**src/rtl/pll_loop_filter.sv**
```systemverilog
// Digital PI loop filter for an all-digital PLL: TDC phase error in, DCO control word out.
// Two-stage pipeline (products/integrator, then sum/clamp) plus a consecutive-in-lock counter.
module pll_loop_filter #(
  parameter int TDC_SIZE    = 6,
  parameter int LF_OUT_SIZE = 8,
  parameter int ACC_WIDTH   = 24,
  parameter int LOCK_TOL    = 1,
  parameter int LOCK_COUNT  = 16
) (
  input  logic                          clk_ref,
  input  logic                          rst,
  input  logic                          enable,
  input  logic [15:0]                   kp,
  input  logic [15:0]                   ki,
  input  logic                          err_valid,
  input  logic signed [TDC_SIZE-1:0]    err,
  output logic                          ctrl_valid,
  output logic [LF_OUT_SIZE-1:0]        ctrl,
  output logic                          sat,
  output logic                          lock
);

  // PW: signed err times zero-extended 16-bit gain; IW/SW leave headroom so no sum can overflow
  localparam int PW = TDC_SIZE + 17;
  localparam int IW = ((ACC_WIDTH > PW) ? ACC_WIDTH : PW) + 1;
  localparam int SW = ((IW > LF_OUT_SIZE + 9) ? IW : LF_OUT_SIZE + 9) + 1;
  localparam int CW = $clog2(LOCK_COUNT + 1);
  localparam int EW = TDC_SIZE + 1;

  localparam logic signed [IW-1:0] AMAX = IW'($signed({1'b0, {(ACC_WIDTH-1){1'b1}}}));
  localparam logic signed [IW-1:0] AMIN = IW'($signed({1'b1, {(ACC_WIDTH-1){1'b0}}}));
  localparam logic signed [SW-1:0] MID  = SW'(2 ** (LF_OUT_SIZE - 1));
  localparam logic signed [SW-1:0] OMAX = SW'(2 ** LF_OUT_SIZE - 1);
  localparam logic [LF_OUT_SIZE-1:0] CTRL_RST = LF_OUT_SIZE'(2 ** (LF_OUT_SIZE - 1));
  localparam logic [CW-1:0] CNT_MAX = CW'(LOCK_COUNT);

  logic                          accept;
  logic [1:0]                    vld_pipe_q;
  logic signed [PW-1:0]          p_term_q, p_term_d;
  logic signed [ACC_WIDTH-1:0]   i_acc_q, i_acc_d;
  logic                          inlk_q, inlk_d;
  logic [LF_OUT_SIZE-1:0]        ctrl_q, ctrl_d;
  logic                          sat_q, sat_d;
  logic                          lock_q, lock_d;
  logic [CW-1:0]                 cnt_q, cnt_d;

  logic signed [PW-1:0]          i_prod;
  logic signed [IW-1:0]          i_sum;
  logic signed [SW-1:0]          tot, sum;
  logic signed [EW-1:0]          err_x, err_mag;

  assign accept = enable & err_valid;

  // Stage 1: products, saturating integrator, in-lock flag for this sample
  always_comb begin
    p_term_d = PW'(err) * PW'($signed({1'b0, kp}));
    i_prod   = PW'(err) * PW'($signed({1'b0, ki}));
    i_sum    = IW'(i_acc_q) + IW'(i_prod);
    if (i_sum > AMAX)      i_acc_d = AMAX[ACC_WIDTH-1:0];
    else if (i_sum < AMIN) i_acc_d = AMIN[ACC_WIDTH-1:0];
    else                   i_acc_d = i_sum[ACC_WIDTH-1:0];
    err_x   = EW'(err);
    err_mag = (err_x < 0) ? -err_x : err_x;
    inlk_d  = (err_mag <= EW'(LOCK_TOL));
  end

  // Stage 2: reads i_acc_q, which already holds this sample's integrator update
  always_comb begin
    tot = SW'(p_term_q) + SW'(i_acc_q);
    sum = (tot >>> 8) + MID;
    if (sum < 0) begin
      ctrl_d = '0;
      sat_d  = 1'b1;
    end else if (sum > OMAX) begin
      ctrl_d = '1;
      sat_d  = 1'b1;
    end else begin
      ctrl_d = sum[LF_OUT_SIZE-1:0];
      sat_d  = 1'b0;
    end
    if (!inlk_q)             cnt_d = '0;
    else if (cnt_q == CNT_MAX) cnt_d = cnt_q;
    else                     cnt_d = cnt_q + 1'b1;
    lock_d = (cnt_d == CNT_MAX);
  end

  always_ff @(posedge clk_ref or posedge rst) begin
    if (rst) begin
      vld_pipe_q <= '0;
      p_term_q   <= '0;
      i_acc_q    <= '0;
      inlk_q     <= 1'b0;
      ctrl_q     <= CTRL_RST;
      sat_q      <= 1'b0;
      lock_q     <= 1'b0;
      cnt_q      <= '0;
    end else if (!enable) begin
      vld_pipe_q <= '0;
      p_term_q   <= '0;
      i_acc_q    <= '0;
      inlk_q     <= 1'b0;
      ctrl_q     <= CTRL_RST;
      sat_q      <= 1'b0;
      lock_q     <= 1'b0;
      cnt_q      <= '0;
    end else begin
      vld_pipe_q <= {vld_pipe_q[0], accept};
      if (accept) begin
        p_term_q <= p_term_d;
        i_acc_q  <= i_acc_d;
        inlk_q   <= inlk_d;
      end
      if (vld_pipe_q[0]) begin
        ctrl_q <= ctrl_d;
        sat_q  <= sat_d;
        lock_q <= lock_d;
        cnt_q  <= cnt_d;
      end
    end
  end

  assign ctrl_valid = vld_pipe_q[1];
  assign ctrl       = ctrl_q;
  assign sat        = sat_q;
  assign lock       = lock_q;

endmodule

```
**config.mk**
```make
export PLATFORM = sky130hd
export DESIGN_NAME = pll_loop_filter
export DESIGN_NICKNAME = d
export VERILOG_FILES = /design/src/rtl/pll_loop_filter.sv
export SDC_FILE = /design/constraint.sdc
export NUM_CORES = 1
export LEC_CHECK = 0
export ABC_AREA = 1
export CAP_MARGIN = 20
export CORE_MARGIN = 2
export CORE_UTILIZATION = 40
export DETAILED_ROUTE_END_ITERATION = 12
export GPL_ROUTABILITY_DRIVEN = 0
export GPL_TIMING_DRIVEN = 0
export HOLD_SLACK_MARGIN = 0.02
export MAX_ROUTING_LAYER = met4
export PLACE_DENSITY = 0.67
export REMOVE_ABC_BUFFERS = 1
export SLEW_MARGIN = 20
export SYNTH_ARGS = -nofsm -noshare
export SYNTH_HDL_FRONTEND = slang
export SYNTH_SLANG_ARGS = --single-unit
```
**constraint.sdc**
```tcl
create_clock -name clk_ref -period 4.7 [get_ports clk_ref]
set_input_delay 0.47 -clock clk_ref [delete_from_list [all_inputs] [get_ports clk_ref]]
set_output_delay 0.47 -clock clk_ref [all_outputs]
set_load 0.005 [all_outputs]
```
==> results.md <==
- CTS Hold Bufs: 0
- Syn avg cell area: 7.25 sq um
- Syn-to-layout area delta: 21.0%
- Maximum vdd drop: 333 uV
- Max incr delay on CP: 0.55 ns
- Clock tree root driver cell: clkbuf_16
- Minimum clock period: 4.62 ns
- Fin Clk Skew: 0.00640 ns
- Via Count: 10512
- Synth cell types: 48
- Least-Margin Pin Slew: 0.791 ns
- Area leader, netlist: fa_1
- Die height: 176 um
- Final design utilization: 0.494
- Gr busiest metal: met2
- Arr. time, crit path: 4.89 ns
- Global Route met2 Usage: 0.351
- WHS: 0.441 ns
- Final Worst Setup Slack: 0.0754 ns
- Antenna violations before repair: 0
- Total GRT Usage: 0.208
- Final wirelength: 31.0 mm
- Post-synth EDFFs: 0
- Fillcell total: 2726
- Iter 0 DRT Violations: 621
- Status: finished, final reports clean
- Crit path max-delay cell type: fa_1
- Critical path fanouts, max: 6
- # DRC: 0
- Startpoint Class: primary input
- Clk buf depth: 2
- CP required: 4.96 ns
- Final period util: 0.984
- MaxCap Viol Count: 0
- Crit-path most repeated cell: buf_4
- Initial Util: 0.408
- Post-Syn Instances: 1629
- First-pass GRT wire length: 50.6 mm
- Reg2reg setup slack: 0.79 ns
- Synth area leaders: fa_1 (23%), nand2_1 (15%), ha_1 (14%)
- Die width: 176 um
- Core area: 28900 sq um
- Worst Hold Class: in2async
- CTS H-Tree Depth: 3
- Largest net degree at the start of global routing: 48
- Slew margin rel.: 0.471
- Port bufs: 52
- Post-Place Worst Slack: -2.18 ns
- Final setup viols: 0
- Final hold vios: 0
- Post-synth top area share: 0.227
- Lkg Pwr: 7.98 nW
- Post-synthesis async set-or-reset flop share: 1.00
- Critical Path End Type: flop
- CP Buf/Inv Count: 10
- Number of global-route vias before repair: 10638
- Post-synth top flop: dfrtp_1
- WS Path Type: in2reg
- Gr ovfl total: 0
- Post-synthesis register bit count: 65
- Detailed Routing Iterations Pass 1: 5
- Die area: 30900 sq um
- Ports: 53
- CP top delay family: adder cells
- Yosys Warn Count: 0
- Register area share after synthesis: 0.138
- Slew Limit Fails: 0
- Drt wl/cell: 14.8 um
- Diodes inserted: 0
- Reg clk slew, reported paths: 0.05 ns
- Nets: 2020
- Routed Antenna Nets: 0
- TritonCTS Buffers: 9
- RSZ-0062 raised after global routing: yes
- Detailed Place HPWL: 23.5 mm
- Grt met1 use: 0.266
- Rows: 62
- Routed vias/inst: 5.01
- CP cell instances: buf_8 > clkbuf_16 > nand2_1 > inv_1 > fa_1 > fa_1 > inv_1 > fa_1 > fa_1 > inv_1 > ha_4 > a21oi_4 > o21ai_2 > a221oi_2 > nand3_2 > buf_4 > buf_4 > buf_4 > buf_4 > buf_4 > xor2_1 > o211ai_1
- Share of cells above drive strength 1: 0.152
- Worst skew pair latency: 0.35 ns
- CTS tree: done
- Post-Syn Area: 11800 sq um
- Clk sinks: 65
- Met3 Usage GRT: 0.0206
- Total power per unit cell area: 549 nW/um^2
- Max Clk Rate: 216 MHz
-- Yosys cell counts (2+ instances only) --
cell type  number
nor4_1          2
nand2_2        20
o21a_1          3
nand3_1        52
a211oi_1        2
o31ai_1         6
o2111ai_1       2
xor2_1         24
o21bai_1        2
buf_1           2
a21o_1          6
nor3_1          8
a31oi_1         9
clkbuf_1       28
nand4_1        13
or2_2          18
clkinv_1        2
o22ai_1         3
nor2_2         11
nand3_2         6
xnor2_1        13
a22o_1          5
nor2_4          5
inv_2          11
inv_1         364
nand2_4         5
a32o_1          3
dfrtp_1        64
ha_1          135
o21ai_0        35
o211ai_1       19
nand2_1       471
nor2_1         70
a21oi_1        63
fa_1          134
-- cells by family (layout without fill, tap and decap cells) --
kind of cell,count (synthesis),in the layout,share of synthesized area
compound gates,162,162,0.0824
xor+xnor,38,38,0.0288
fa+ha+maj,269,269,0.370
buf+inv,410,492,0.131
flops,65,65,0.138
simple gates,685,687,0.250
-- through the flow --
stage               total power, mW  cells  cell area [sq um]  setup TNS [ns]
finish                         7.85   2097              14300               0
CTS                            6.94   2074              13700               0
floorplan                      4.47   1596              11700          -10.33
global route                   8.61   2097              14300          -0.749
detailed placement             5.55   2039              12900          -73.23
global placement               5.44   2032              12700          -88.79
-- layout by cell type (no fill, tap or decap), types with 15 or more instances in the layout --
cell type / instances
nand2_1: 459
inv_1: 355
fa_1: 130
ha_1: 117
dfrtp_1: 64
nor2_1: 58
a21oi_1: 50
nand3_1: 43
buf_4: 32
nand2_2: 28
o21ai_0: 23
xor2_1: 23
nor2_2: 21
clkdlybuf4s50_1: 21
o211ai_1: 19
inv_2: 18
ha_4: 17
or2_2: 16
nand3_2: 15
-- layout make-up --
| type | count | area, sq um | share of cell area |
|---|---|---|---|
| clock inverters | 6 | 116 | 0.00814 |
| repair buffers | 99 | 1140 | 0.0801 |
| inverters | 377 | 1430 | 0.100 |
| well taps | 384 | 480 | 0.0336 |
| flip-flops and latches | 65 | 1630 | 0.114 |
| repair inverters | 1 | 6.26 | 0.000438 |
| clock buffers | 9 | 225 | 0.0158 |
| multi-input cells | 1156 | 9270 | 0.648 |
-- power breakdown --
part | internal (mW) | switching (mW)
logic | 2.64 | 3.55
registers | 0.712 | 0.169
clock network | 0.518 | 0.263
-- what timing repair did --
action	CTS	global route
endpoints found under the setup margin	42	35
gates cloned	4	5
buffers inserted	16	19
pin swaps	15	70
hold endpoints to repair	0	0
resized for setup	114	117
-- state kept, by name, indices dropped and copies added (netlist names) --
name,count
vld_pipe_q,2
inlk_q,1
cnt_q,5
p_term_q,23
lock,1
ctrl,8
i_acc_q,24
sat,1
-- path summary, 6_finish.rpt --
kind	from	end	depth (start not counted)
max reg2reg	i_acc_q[5]	i_acc_q[0]	19
min in group clk_ref	ctrl[4]	ctrl[4]	2
min	rst	lock	2
max	err[4]	i_acc_q[22]	22
min reg2reg	ctrl[4]	ctrl[4]	2
max in group asynchronous	rst	p_term_q[1]	3
-- per-layer routing --
layer  up-vias  wire length [um]
met2       231             15100
met5         -                 0
met3        57              1210
li1       5152                 -
met4         0               851
met1      5072             13900
No activity file was read; power rests on OpenSTA's default activity.
